==> config.mk <==
export PLATFORM = sky130hd
export DESIGN_NAME = neighbor_table_writer
export DESIGN_NICKNAME = d
export VERILOG_FILES = /design/src/rtl/neighbor_table_writer.sv
export SDC_FILE = /design/constraint.sdc
export NUM_CORES = 1
export LEC_CHECK = 0
export ABC_AREA = 0
export BUFFER_PORTS_ARGS = -buffer_cell sky130_fd_sc_hd__buf_2
export CAP_MARGIN = 20
export CORE_UTILIZATION = 45
export DETAILED_ROUTE_END_ITERATION = 7
export GPL_TIMING_DRIVEN = 1
export PLACE_DENSITY = 0.59
export SYNTH_ARGS = -nofsm -noshare
export SYNTH_HDL_FRONTEND = slang
export SYNTH_SLANG_ARGS = --single-unit
==> constraint.sdc <==
create_clock -name clock -period 3.2 [get_ports clock]
set_input_delay 0.64 -clock clock [delete_from_list [all_inputs] [get_ports clock]]
set_output_delay 0.64 -clock clock [all_outputs]
set_load 0.005 [all_outputs]
==> src/rtl/neighbor_table_writer.sv <==
// neighbor_table_writer
//   Processes one neighbor announcement at a time against a word-wide
//   memory holding the neighbor table and the known-sink table.
//   An announcement updates the cluster ID of a known neighbor or
//   appends a new one, and registers the announcer as a sink when
//   flagged and not already known.
//
//   Memory map (byte addresses, 16-bit words):
//     0x0688          knownSinkCount
//     0x068A          neighborCount
//     0x0048 + 2*i    neighborID[i]   (i < 64)
//     0x00C8 + 2*i    clusterID[i]    (i < 64)
//     0x0008 + 2*j    knownSinks[j]   (j < 32)
//
// Ports
//   clock         rising-edge clock
//   nrst          synchronous active-low reset
//   in_valid      announcement present
//   in_ready      block idle and able to accept
//   in_node_id    announcing neighbor ID
//   in_cluster_id announcing neighbor's cluster ID
//   in_is_sink    announcing neighbor is a sink
//   address       memory byte address (registered)
//   wr_en         memory write strobe (registered)
//   data_out      memory write data (registered)
//   data_in       memory read data, valid the cycle after address
//   done          one-cycle pulse at the end of an announcement
//   table_full    last announcement dropped, neighbor table full
//   sink_full     last sink registration dropped, sink table full

module neighbor_table_writer (
    input  logic        clock,
    input  logic        nrst,
    input  logic        in_valid,
    output logic        in_ready,
    input  logic [15:0] in_node_id,
    input  logic [15:0] in_cluster_id,
    input  logic        in_is_sink,
    output logic [15:0] address,
    output logic        wr_en,
    output logic [15:0] data_out,
    input  logic [15:0] data_in,
    output logic        done,
    output logic        table_full,
    output logic        sink_full
);

    typedef enum logic [3:0] {
        IDLE     = 4'd0,
        RD_NCNT  = 4'd1,
        RD_SCNT  = 4'd2,
        LAT_SCNT = 4'd3,
        N_ADDR   = 4'd4,
        N_CMP    = 4'd5,
        N_WR_ID  = 4'd6,
        N_WR_CID = 4'd7,
        N_WR_CNT = 4'd8,
        S_ADDR   = 4'd9,
        S_CMP    = 4'd10,
        S_WR_ID  = 4'd11,
        S_WR_CNT = 4'd12,
        DONE     = 4'd13
    } state_t;

    localparam logic [15:0] ADDR_SCNT = 16'h0688;
    localparam logic [15:0] ADDR_NCNT = 16'h068A;
    localparam logic [15:0] BASE_NID  = 16'h0048;
    localparam logic [15:0] BASE_CID  = 16'h00C8;
    localparam logic [15:0] BASE_SINK = 16'h0008;
    localparam logic [15:0] NBR_MAX   = 16'd64;
    localparam logic [15:0] SINK_MAX  = 16'd32;

    // Word slot address: base + 2*idx, 16-bit wrap-around arithmetic.
    function automatic logic [15:0] slot(input logic [15:0] base, input logic [15:0] idx);
        return base + {idx[14:0], 1'b0};
    endfunction

    state_t      state_q,    state_d;
    logic [15:0] id_q,       id_d;
    logic [15:0] cid_q,      cid_d;
    logic        sink_q,     sink_d;
    logic [15:0] ncnt_q,     ncnt_d;
    logic [15:0] scnt_q,     scnt_d;
    logic [15:0] i_q,        i_d;
    logic [15:0] j_q,        j_d;
    logic        app_q,      app_d;
    logic [15:0] address_q,  address_d;
    logic [15:0] data_out_q, data_out_d;
    logic        wr_en_q,    wr_en_d;
    logic        done_q,     done_d;
    logic        tfull_q,    tfull_d;
    logic        sfull_q,    sfull_d;

    // Outputs are registered and take the value belonging to the state
    // being entered, so a read address is visible during the state that
    // issues it and its data arrives in the following state.
    always_comb begin
        state_d    = state_q;
        id_d       = id_q;
        cid_d      = cid_q;
        sink_d     = sink_q;
        ncnt_d     = ncnt_q;
        scnt_d     = scnt_q;
        i_d        = i_q;
        j_d        = j_q;
        app_d      = app_q;
        address_d  = address_q;
        data_out_d = data_out_q;
        wr_en_d    = 1'b0;
        done_d     = 1'b0;
        tfull_d    = tfull_q;
        sfull_d    = sfull_q;

        case (state_q)
            IDLE: begin
                if (in_valid) begin
                    id_d      = in_node_id;
                    cid_d     = in_cluster_id;
                    sink_d    = in_is_sink;
                    tfull_d   = 1'b0;
                    sfull_d   = 1'b0;
                    app_d     = 1'b0;
                    address_d = ADDR_NCNT;
                    state_d   = RD_NCNT;
                end
            end

            RD_NCNT: begin
                address_d = ADDR_SCNT;
                state_d   = RD_SCNT;
            end

            RD_SCNT: begin
                ncnt_d  = (data_in > NBR_MAX) ? NBR_MAX : data_in;
                state_d = LAT_SCNT;
            end

            LAT_SCNT: begin
                scnt_d    = (data_in > SINK_MAX) ? SINK_MAX : data_in;
                i_d       = '0;
                address_d = BASE_NID;
                state_d   = N_ADDR;
            end

            N_ADDR: begin
                if (i_q == ncnt_q) begin
                    if (ncnt_q < NBR_MAX) begin
                        wr_en_d    = 1'b1;
                        address_d  = slot(BASE_NID, ncnt_q);
                        data_out_d = id_q;
                        state_d    = N_WR_ID;
                    end else begin
                        tfull_d   = 1'b1;
                        j_d       = '0;
                        address_d = BASE_SINK;
                        state_d   = S_ADDR;
                    end
                end else begin
                    state_d = N_CMP;
                end
            end

            N_CMP: begin
                if (data_in == id_q) begin
                    // Existing neighbor: refresh cluster ID in place.
                    app_d      = 1'b0;
                    wr_en_d    = 1'b1;
                    address_d  = slot(BASE_CID, i_q);
                    data_out_d = cid_q;
                    state_d    = N_WR_CID;
                end else begin
                    i_d       = i_q + 16'd1;
                    address_d = slot(BASE_NID, i_q + 16'd1);
                    state_d   = N_ADDR;
                end
            end

            N_WR_ID: begin
                app_d      = 1'b1;
                wr_en_d    = 1'b1;
                address_d  = slot(BASE_CID, ncnt_q);
                data_out_d = cid_q;
                state_d    = N_WR_CID;
            end

            N_WR_CID: begin
                if (app_q) begin
                    wr_en_d    = 1'b1;
                    address_d  = ADDR_NCNT;
                    data_out_d = ncnt_q + 16'd1;
                    state_d    = N_WR_CNT;
                end else begin
                    j_d       = '0;
                    address_d = BASE_SINK;
                    state_d   = S_ADDR;
                end
            end

            N_WR_CNT: begin
                j_d       = '0;
                address_d = BASE_SINK;
                state_d   = S_ADDR;
            end

            S_ADDR: begin
                if (!sink_q) begin
                    done_d  = 1'b1;
                    state_d = DONE;
                end else if (j_q == scnt_q) begin
                    if (scnt_q < SINK_MAX) begin
                        wr_en_d    = 1'b1;
                        address_d  = slot(BASE_SINK, scnt_q);
                        data_out_d = id_q;
                        state_d    = S_WR_ID;
                    end else begin
                        sfull_d = 1'b1;
                        done_d  = 1'b1;
                        state_d = DONE;
                    end
                end else begin
                    state_d = S_CMP;
                end
            end

            S_CMP: begin
                if (data_in == id_q) begin
                    done_d  = 1'b1;
                    state_d = DONE;
                end else begin
                    j_d       = j_q + 16'd1;
                    address_d = slot(BASE_SINK, j_q + 16'd1);
                    state_d   = S_ADDR;
                end
            end

            S_WR_ID: begin
                wr_en_d    = 1'b1;
                address_d  = ADDR_SCNT;
                data_out_d = scnt_q + 16'd1;
                state_d    = S_WR_CNT;
            end

            S_WR_CNT: begin
                done_d  = 1'b1;
                state_d = DONE;
            end

            DONE: begin
                state_d = IDLE;
            end

            default: begin
                state_d = IDLE;
            end
        endcase
    end

    always_ff @(posedge clock) begin
        if (!nrst) begin
            state_q    <= IDLE;
            id_q       <= '0;
            cid_q      <= '0;
            sink_q     <= 1'b0;
            ncnt_q     <= '0;
            scnt_q     <= '0;
            i_q        <= '0;
            j_q        <= '0;
            app_q      <= 1'b0;
            address_q  <= '0;
            data_out_q <= '0;
            wr_en_q    <= 1'b0;
            done_q     <= 1'b0;
            tfull_q    <= 1'b0;
            sfull_q    <= 1'b0;
        end else begin
            state_q    <= state_d;
            id_q       <= id_d;
            cid_q      <= cid_d;
            sink_q     <= sink_d;
            ncnt_q     <= ncnt_d;
            scnt_q     <= scnt_d;
            i_q        <= i_d;
            j_q        <= j_d;
            app_q      <= app_d;
            address_q  <= address_d;
            data_out_q <= data_out_d;
            wr_en_q    <= wr_en_d;
            done_q     <= done_d;
            tfull_q    <= tfull_d;
            sfull_q    <= sfull_d;
        end
    end

    assign in_ready   = (state_q == IDLE);
    assign address    = address_q;
    assign wr_en      = wr_en_q;
    assign data_out   = data_out_q;
    assign done       = done_q;
    assign table_full = tfull_q;
    assign sink_full  = sfull_q;

endmodule

# --- Word level (Yosys, flattened, before mapping) ---
# Index checks and enable logic that the tools add are counted.
totals:
  reg_bits: 138
  input_bits: 52
  out_inout_bits: 37
  elab_cells: 134
op_classes:
  addsub: 10
  n_lt_le_gt_ge: 4
  n_eq_ne: 28
  mux: 59
  reduce_logical: 18
op_table:
  columns: ["op", "count"]
  rows:
  - ["$mux W16", 22]
  - ["$pmux W16 S10", 1]
  - ["$pmux W16 S6", 1]
  - ["$add A16 B1 Y16 const B", 4]
  - ["$pmux W16 S4", 1]
  - ["$pmux W4 S13", 1]
  - ["$eq A16 B16 Y1", 3]
  - ["$add A4 B16 Y16 const A", 2]
  - ["$add A7 B16 Y16 const A", 2]
  - ["$add A8 B16 Y16 const A", 2]
  - ["$pmux W16 S2", 1]
  - ["$ne A2 B2 Y1 const B", 13]
  - ["$eq A4 B4 Y1 const B", 5]
  - ["$mux W4", 5]
  - ["$mux W1", 18]
  - ["$eq A4 B3 Y1 const B", 4]
  - ["$gt A16 B6 Y1 const B", 1]
  - ["$gt A16 B7 Y1 const B", 1]
  - ["$lt A16 B6 Y1 const B", 1]
  - ["$lt A16 B7 Y1 const B", 1]
  - ["$mux W11", 1]
  - ["$reduce_and A5 Y1", 2]
  - ["$reduce_bool A10 Y1", 1]
  - ["$eq A4 B2 Y1 const B", 2]
  - ["other kinds (17)", 24]

# --- Depth between registers and ports, before layout ---
# Gate-level depths: netlist of run 1.
logic_depth:
  depth_word: 5
  depth_mapped: 14

# --- Worst setup path after synthesis of run 1 ---
# No wires, ideal clock.
synth_timing:
  kind: "reg-to-reg"
  from: "register i_q[1]"
  to: "register address_q[11], in the netlist address[11]"
  arrival_ps: 2692
  t_required_ps: 3068
  path_slack_ps: 376
  path_stages_with_launch: 13
  path_buffers: 1
  path_cell_list: "dfxtp_1 ha_1 clkbuf_1 xor2_1 ha_1 a31oi_1 nor2_1 a211o_1 a311oi_1 a21oi_1 xor2_1 a221oi_1 a21oi_1"
synth_via:
  elab_chain_cells: 4
  elab_cells_between_ends: 8
  cone_classes: "add/sub (3); eq/ne (2); mux (2); reduce/logical (1)"
synth_lines:
  columns: ["element", "line_no", "rtl"]
  rows:
  - ["start, declared", "84", "logic [15:0] i_q, i_d;"]
  - ["start signal, assigned", "282", "i_q <= i_d;"]
  - ["$add A16 B1 Y16", "173", "address_d = slot(BASE_NID, i_q + 16'd1);"]
  - ["$add A7 B16 Y16", "75", "return base + {idx[14:0], 1'b0};"]
  - ["$mux W16", "164", "if (data_in == id_q) begin"]
  - ["$pmux W16 S10", "114", "case (state_q)"]
  - ["end signal, assigned", "285", "address_q <= address_d;"]
  - ["end, declared", "87", "logic [15:0] address_q, address_d;"]
# Parallel ways exist; a longest one is shown, timed or not.
# A chain may end at the register's enable or synchronous reset.

# --- Worst setup path in the final report of run 1 ---
layout_timing:
  from: "register j_q[0]"
  to: "register address_q[15], in the netlist address[15]"
layout_via:
  elab_chain_cells: 4
  elab_cells_between_ends: 7
  cone_classes: "add/sub (2); eq/ne (2); mux (2); reduce/logical (1)"
layout_lines:
  columns: ["element", "line_no", "rtl"]
  rows:
  - ["start, declared", "85", "logic [15:0] j_q, j_d;"]
  - ["start signal, assigned", "283", "j_q <= j_d;"]
  - ["$add A16 B1 Y16", "231", "address_d = slot(BASE_SINK, j_q + 16'd1);"]
  - ["$add A4 B16 Y16", "75", null]
  - ["$mux W16", "226", "if (data_in == id_q) begin"]
  - ["$pmux W16 S10", "114", null]
# Parallel ways exist; a longest one is shown, timed or not. The select of a mux whose other input is x is not followed.

==> results.md, run 1 <==
- Area of placed instances: 0.00979 mm^2
- Crit end category: flip-flop
- Largest net degree at the start of global routing: between 50 and 60
- FF-to-FF path depth: 9
- Clock root cell: clkbuf_16
- Worst-path clk slew: 0.06 ns
- Hold_sp: in_cluster_id[8]
- GR met1 Demand/Resource: about two fifths
- CTS tree: done
- First-pass DRT Iterations: 5
- Hold Fails Final Rpt: 0
- Number of distinct library cells after synthesis: 78
- Gr busiest metal: met2
- Seq. cell area: 0.00274 mm^2
- DIE HEIGHT: approximately 140 um
- VDD IR max: 0.000383 V
- Top fanout value on the critical path: 10
- Area of the multi-input gates: 0.00563 mm^2
- Outcome: complete, no violations
- Final Slew Violations: 0
- Grt met3 use: 5.60%
- Final core occ: 53.4%
- Gr ovfl total: 0
- Avg Inst Size Synth: around 7.5 um^2
- Row Count: about 50
- RSZ-0062 raised after global routing: false
- Diodes inserted: 0
- Commonest non-fill, non-tap cell in the layout: nand2_1
- Data arrival, critical path: 3.43 ns
- Synth warn: 0
- Fill cells: 1993
- Worst-case hold slack: 0.443 ns
- WP data required: 3.56 ns
- Post-synth ARST share: 0%
- Critical path type: reg -> reg
- Tcrit/Tclk final: 95.8%
- Global-route wire length before repair: 47500 um
- Layout cells sized above 1: ~17%
- Detailed Place HPWL: around 23000 um
- Slowest stage cell, crit path: dfxtp_1
- Remaining design rule violation count: 0
- Initial antenna violation count: 0
- Die Area: 0.0204 mm^2
- I/O Buffers: 87
- Final instance area: between 0.01 and 0.015 mm^2
- Final weighted congestion in routability-driven placement: about 0.97
- Worst-path cell chain: nand2_1, nor4_1, buf_4, mux2i_1, nand4bb_1, or3_4, or4_1, a22o_1, a21oi_2
- Total global-route track usage: 30.9%
- Total core area: a little under 0.02 mm^2
- Final setup viols: 0
- Setup TNS: 0 ns
- Mapped Cells: around 1.2k
- Clock sink count: 137
- Clock buffer depth: 2
- Initial Utilization: between 40% and 50%
- Antenna Nets Post-Route: 0
- Commonest cells after routing, fill and taps aside: 176 x nand2_1, 136 x dfxtp_1, 111 x nor2_1
- Hold endpoint: cid_q[8]
- Power Density: 417 mW/mm^2
- Vias per inst: about 5.9
- Worst min path class: in -> reg
- Nets: roughly 1.3k
- Syn-to-layout area delta: 16.2%
- Slew margin rel.: 33.9%
- Leakage power: 4.19 nW
- Fin crit period: between 3 and 4 ns
- Syn nets: 1251
- FMAX: 326 MHz
- Synthesis-stage register bit count: 137
- Sequential area share after synthesis: 30.7%
- Worst reg2reg endpoint: address[15]
- Grt met2 use: 48.3%
- H-tree depth: 4
- WL final: 30700 um
- Number of global-route vias before repair: 8398
- R2R setup slack: between 0.1 and 0.15 ns
- Routed len/inst: 19.9 um
- CP Launch Type: flip-flop
- Ys flop type: dfxtp_1
- Max incr delay on CP: roughly 0.52 ns
- Cell Area, Synth: roughly 0.0089 mm^2
- Vias: 9071
- Skew-Pair Late Insertion Delay: 0.43 ns
- Die W: 143 um
- Worst reg2reg startpoint: j_q[0]
- Slew @ Worst Pin: roughly 1 ns
- IO Pins: 89
- Num CTS Buffers: 17
- Clk_skew: 0.00922 ns
- Cts hold-fix bufs: 0
- Post-synth EDFFs: 0
- Worst hold stages: 3
- 1st-iter DRT viols: roughly 860
- Max Cap Viol: 0
-- metal layers --
metal	routed length (um)	part of all wire, %	up-vias
li1	-	-	4396
met1	13600	44	4249
met2	14000	45	362
met3	1940	6.3	64
met4	1160	3.8	0
met5	0	0	-
-- flip-flops by register name, summed over array words and instances (netlist names) --
register and cells:
i_q 16, data_out 16, address 15, sink_full 1, scnt_q 16, app_q 1, j_q 16, cid_q 16
state_q 4, wr_en 1, done 1, table_full 1, ncnt_q 16, id_q 16, sink_q 1
-- Yosys cell counts, types with 20 or more instances --
cell type,instances,share of area (%)
nor4_1,22,1.5
xor2_1,53,5.2
nor3_1,21,1.2
nor2_1,111,4.7
nand3_1,40,2.2
nand2_1,176,7.4
o21ai_0,49,2.7
clkbuf_1,79,3.3
a21oi_1,101,5.7
mux2i_1,20,2.2
xnor2_1,58,5.7
dfxtp_1,137,31
and3_1,33,2.3
-- per-stage QoR --
stage | power [mW] | instances | worst slack, ns
floorplan | 2.11 | 1192 | 0.376
global placement | 2.30 | 1513 | 0.291
detailed placement | 2.30 | 1513 | 0.221
CTS | 4.34 | 1545 | 0.168
global route | 4.47 | 1545 | 0.0150
finish | 4.33 | 1545 | 0.133
-- worst max-delay path, delay by kind of cell, from the launching register on --
| kind | cells | cell delay [ns] |
|---|---|---|
| compound gates | 2 | 0.32 |
| buf+inv | 1 | 0.18 |
| flops | 1 | 0.52 |
| mux | 1 | 0.36 |
| simple gates | 5 | 1.61 |
-- kinds of logic after synthesis --
logic type               after synthesis  synth area share [%]
buffers and inverters                122                  6.62
AND/OR/NAND/NOR                      493                  26.9
XOR/XNOR                             111                  10.9
flip-flops                           137                  30.7
multiplexers                          22                  2.49
adder cells (fa/ha/maj)                7                 0.979
other                                  1                0.0419
AO/OA/AOI/OAI                        299                  21.4
-- cell type report --
class	instances	share of cell area [%]
multi-input cells	933	54.1
flip-flops and latches	137	26.4
repair buffers	163	9.92
clock buffers	20	4.20
well taps	265	3.19
clock inverters	12	1.60
inverters	15	0.542
-- worst max path at each step --
stage           start     endpoint  slack, ns
2_1_floorplan  i_q[1]  address[11]       0.38
3_3_place_gp   j_q[3]  address[15]       0.29
3_5_place_dp   j_q[3]  address[15]       0.22
4_1_cts        j_q[3]  address[15]       0.17
5_1_grt        j_q[0]  address[15]       0.01
6_report       j_q[0]  address[15]       0.13
-- repair_timing --
| action | in CTS | in global routing |
|---|---|---|
| gates resized for setup | 0 | 1 |
| setup buffers | 0 | 0 |
| endpoints found under the setup margin | 0 | 1 |
| hold endpoints to repair | 0 | 0 |
-- power breakdown --
group / internal, mW / switching [mW]
logic: 0.164 / 0.277
clock network: 1.24 / 0.825
registers: 1.77 / 0.0546
Note: power is estimated with default switching activity, not from simulation.
==> run 2, diff against run 1 <==
--- a/config.mk
+++ b/config.mk
@@ -6,7 +6,7 @@
 export NUM_CORES = 1
 export LEC_CHECK = 0
 export ABC_AREA = 0
-export BUFFER_PORTS_ARGS = -buffer_cell sky130_fd_sc_hd__buf_2
+export BUFFER_PORTS_ARGS = -buffer_cell sky130_fd_sc_hd__buf_4
 export CAP_MARGIN = 20
 export CORE_UTILIZATION = 45
 export DETAILED_ROUTE_END_ITERATION = 7
==> results.md, run 2 (synthesis results as in run 1) <==
- Detailed Place HPWL: 23000 um (+1.7%)
- Die W: 143 um (unchanged)
- FMAX: 337 MHz (+3.3%)
- Worst min path class: in -> reg
- Row Count: 51 (unchanged)
- Routed len/inst: 20.1 um (+1.4%)
- I/O Buffers: 87 (unchanged)
- Hold Fails Final Rpt: 0 (unchanged)
- WL final: 31200 um (+1.5%)
- Fin crit period: 2.97 ns (-0.0991 ns)
- Antenna Nets Post-Route: 0 (unchanged)
- Total core area: 0.0195 mm^2 (unchanged)
- Slew @ Worst Pin: 0.848 ns (-0.136 ns)
- Clock root cell: clkbuf_16
- Clk_skew: 0.0119 ns (+0.00267 ns)
- CTS tree: done
- Diodes inserted: 0 (unchanged)
- DIE HEIGHT: 143 um (unchanged)
- Commonest non-fill, non-tap cell in the layout: nand2_1
- WP buf/inv: 0 (-1)
- Outcome: complete, no violations
- Vias: 9149 (+0.86%)
- WP data required: 3.57 ns (about the same)
- Critical path type: reg -> reg
- Pre-CTS setup slack: 0.227 ns (+0.00527 ns)
- Initial Utilization: 46.0% (unchanged)
- Clock sink count: 137 (unchanged)
- Max Cap Viol: 0 (unchanged)
- Setup TNS: 0 ns (unchanged)
- Data arrival, critical path: 3.34 ns (-0.09 ns)
- Worst-path clk slew: 0.07 ns (about the same)
- Gr ovfl total: 0 (unchanged)
- Commonest cells after routing, fill and taps aside: 176 x nand2_1, 161 x buf_4, 136 x dfxtp_1
- Overall power: 4.27 mW (-1.4%)
- Total global-route track usage: 31.0% (+0.12 points)
- Clock buffer depth: 2 (unchanged)
- IO Pins: 89 (unchanged)
- Vias per inst: 5.92 (+0.79%)
- Nets: 1328 (+0.15%)
- Global-route wire length before repair: 47700 um (+0.41%)
- Initial antenna violation count: 0 (unchanged)
- Die Area: 0.0204 mm^2 (unchanged)
- Power Density: 403 mW/mm^2 (-3.4%)
- Crit end category: flip-flop
- H-tree depth: 4 (unchanged)
- Post-layout worst setup margin: 0.232 ns (+0.0991 ns)
- Slowest stage cell, crit path: dfxtp_1
- Final weighted congestion in routability-driven placement: 0.954 (-1.5%)
- Layout cells sized above 1: 17.0% (+0.30 points)
- Num CTS Buffers: 17 (unchanged)
- CP Launch Type: flip-flop
- Leakage power: 4.23 nW (+1.1%)
- Number of global-route vias before repair: 8337 (-0.73%)
- Final setup viols: 0 (unchanged)
- First-pass DRT Iterations: 5 (unchanged)
- RSZ-0062 raised after global routing: false
- CP top delay family: simple AND/OR/NAND/NOR gates
- Skew-Pair Late Insertion Delay: 0.43 ns (about the same)
- Tcrit/Tclk final: 92.7% (-3.1 points)
- Remaining design rule violation count: 0 (unchanged)
- Slew margin rel.: 43.1% (+9.2 points)
- Max incr delay on CP: 0.52 ns (about the same)
- Syn-to-layout area delta: 18.6%
- VDD IR max: 0.000284 V (-26%)
- Top fanout value on the critical path: 10 (unchanged)
- Worst-path cell chain: ha_1, nand4_4, o41ai_1, o22ai_1, nand4bb_1, or3_4, or4_1, a22o_1, a21oi_2
- 1st-iter DRT viols: 989 (+15%)
- Final Slew Violations: 0 (unchanged)
- Largest net degree at the start of global routing: 58 (unchanged)
[run 2: cell count changes in the layout (fill, tap and decap cells not counted)]
cell,before,now
buf_12,2,4
clkbuf_1,3,0
bufinv_16,3,1
inv_6,3,5
buf_2,87,0
clkinvlp_4,1,4
buf_4,74,161
clkinv_4,3,1
inv_8,1,2
[run 2: repair_timing]
action	4_1_cts	5_1_grt
buffers inserted	0	0
hold buffers	0	0
setup endpoints to repair	0	1
resized for setup	0	1
[run 2: final timing paths]
path	from	endpoint	slack (ns)	depth (start not counted)
worst max-delay path	j_q[0]	address[15]	0.23	9
worst min-delay path	in_cluster_id[7]	cid_q[7]	0.45	3
worst max register to register	j_q[0]	address[15]	0.23	9
worst min register to register	cid_q[8]	cid_q[8]	0.46	2
[run 2: routing by layer]
layer / up-vias / wire length [um] / GRT usage (%)
met5: - / 0 / 0
met2: 424 / 14200 / 48.8
met3: 52 / 2350 / 5.10
met1: 4257 / 13700 / 42.5
li1: 4416 / - / -
met4: 0 / 891 / 11.1
[run 2: layout make-up]
cell class	instances	area, um^2
Tap cell	265	332
Multi-Input combinational cell	933	5630
Clock inverter	14	140
Inverter	15	56.3
Timing Repair Buffer	165	1290
Clock buffer	17	425
Fill cell	1899	8850
Sequential cell	137	2740
[run 2: power breakdown]
group	internal (mW)	switching [mW]
logic	0.207	0.275
clock network	1.09	0.873
registers	1.77	0.0612
total	3.06	1.21
[run 2: tightest hold or removal path, stage by stage]
cell     delay [ns]
buf_4          0.11
nand2_1        0.05
a21oi_1        0.05
[run 2: stage by stage]
step / instance area [um^2] / cells / util (%) / hold WS [ns]
finish: 10600 / 1546 / 54.5 / 0.447
global route: 10600 / 1546 / 54.5 / 0.442
CTS: 10600 / 1546 / 54.5 / 0.443
detailed placement: 10000 / 1515 / 51.6 / 0.447
global placement: 10000 / 1515 / 51.6 / 0.443
floorplan: 8940 / 1192 / - / 0.436
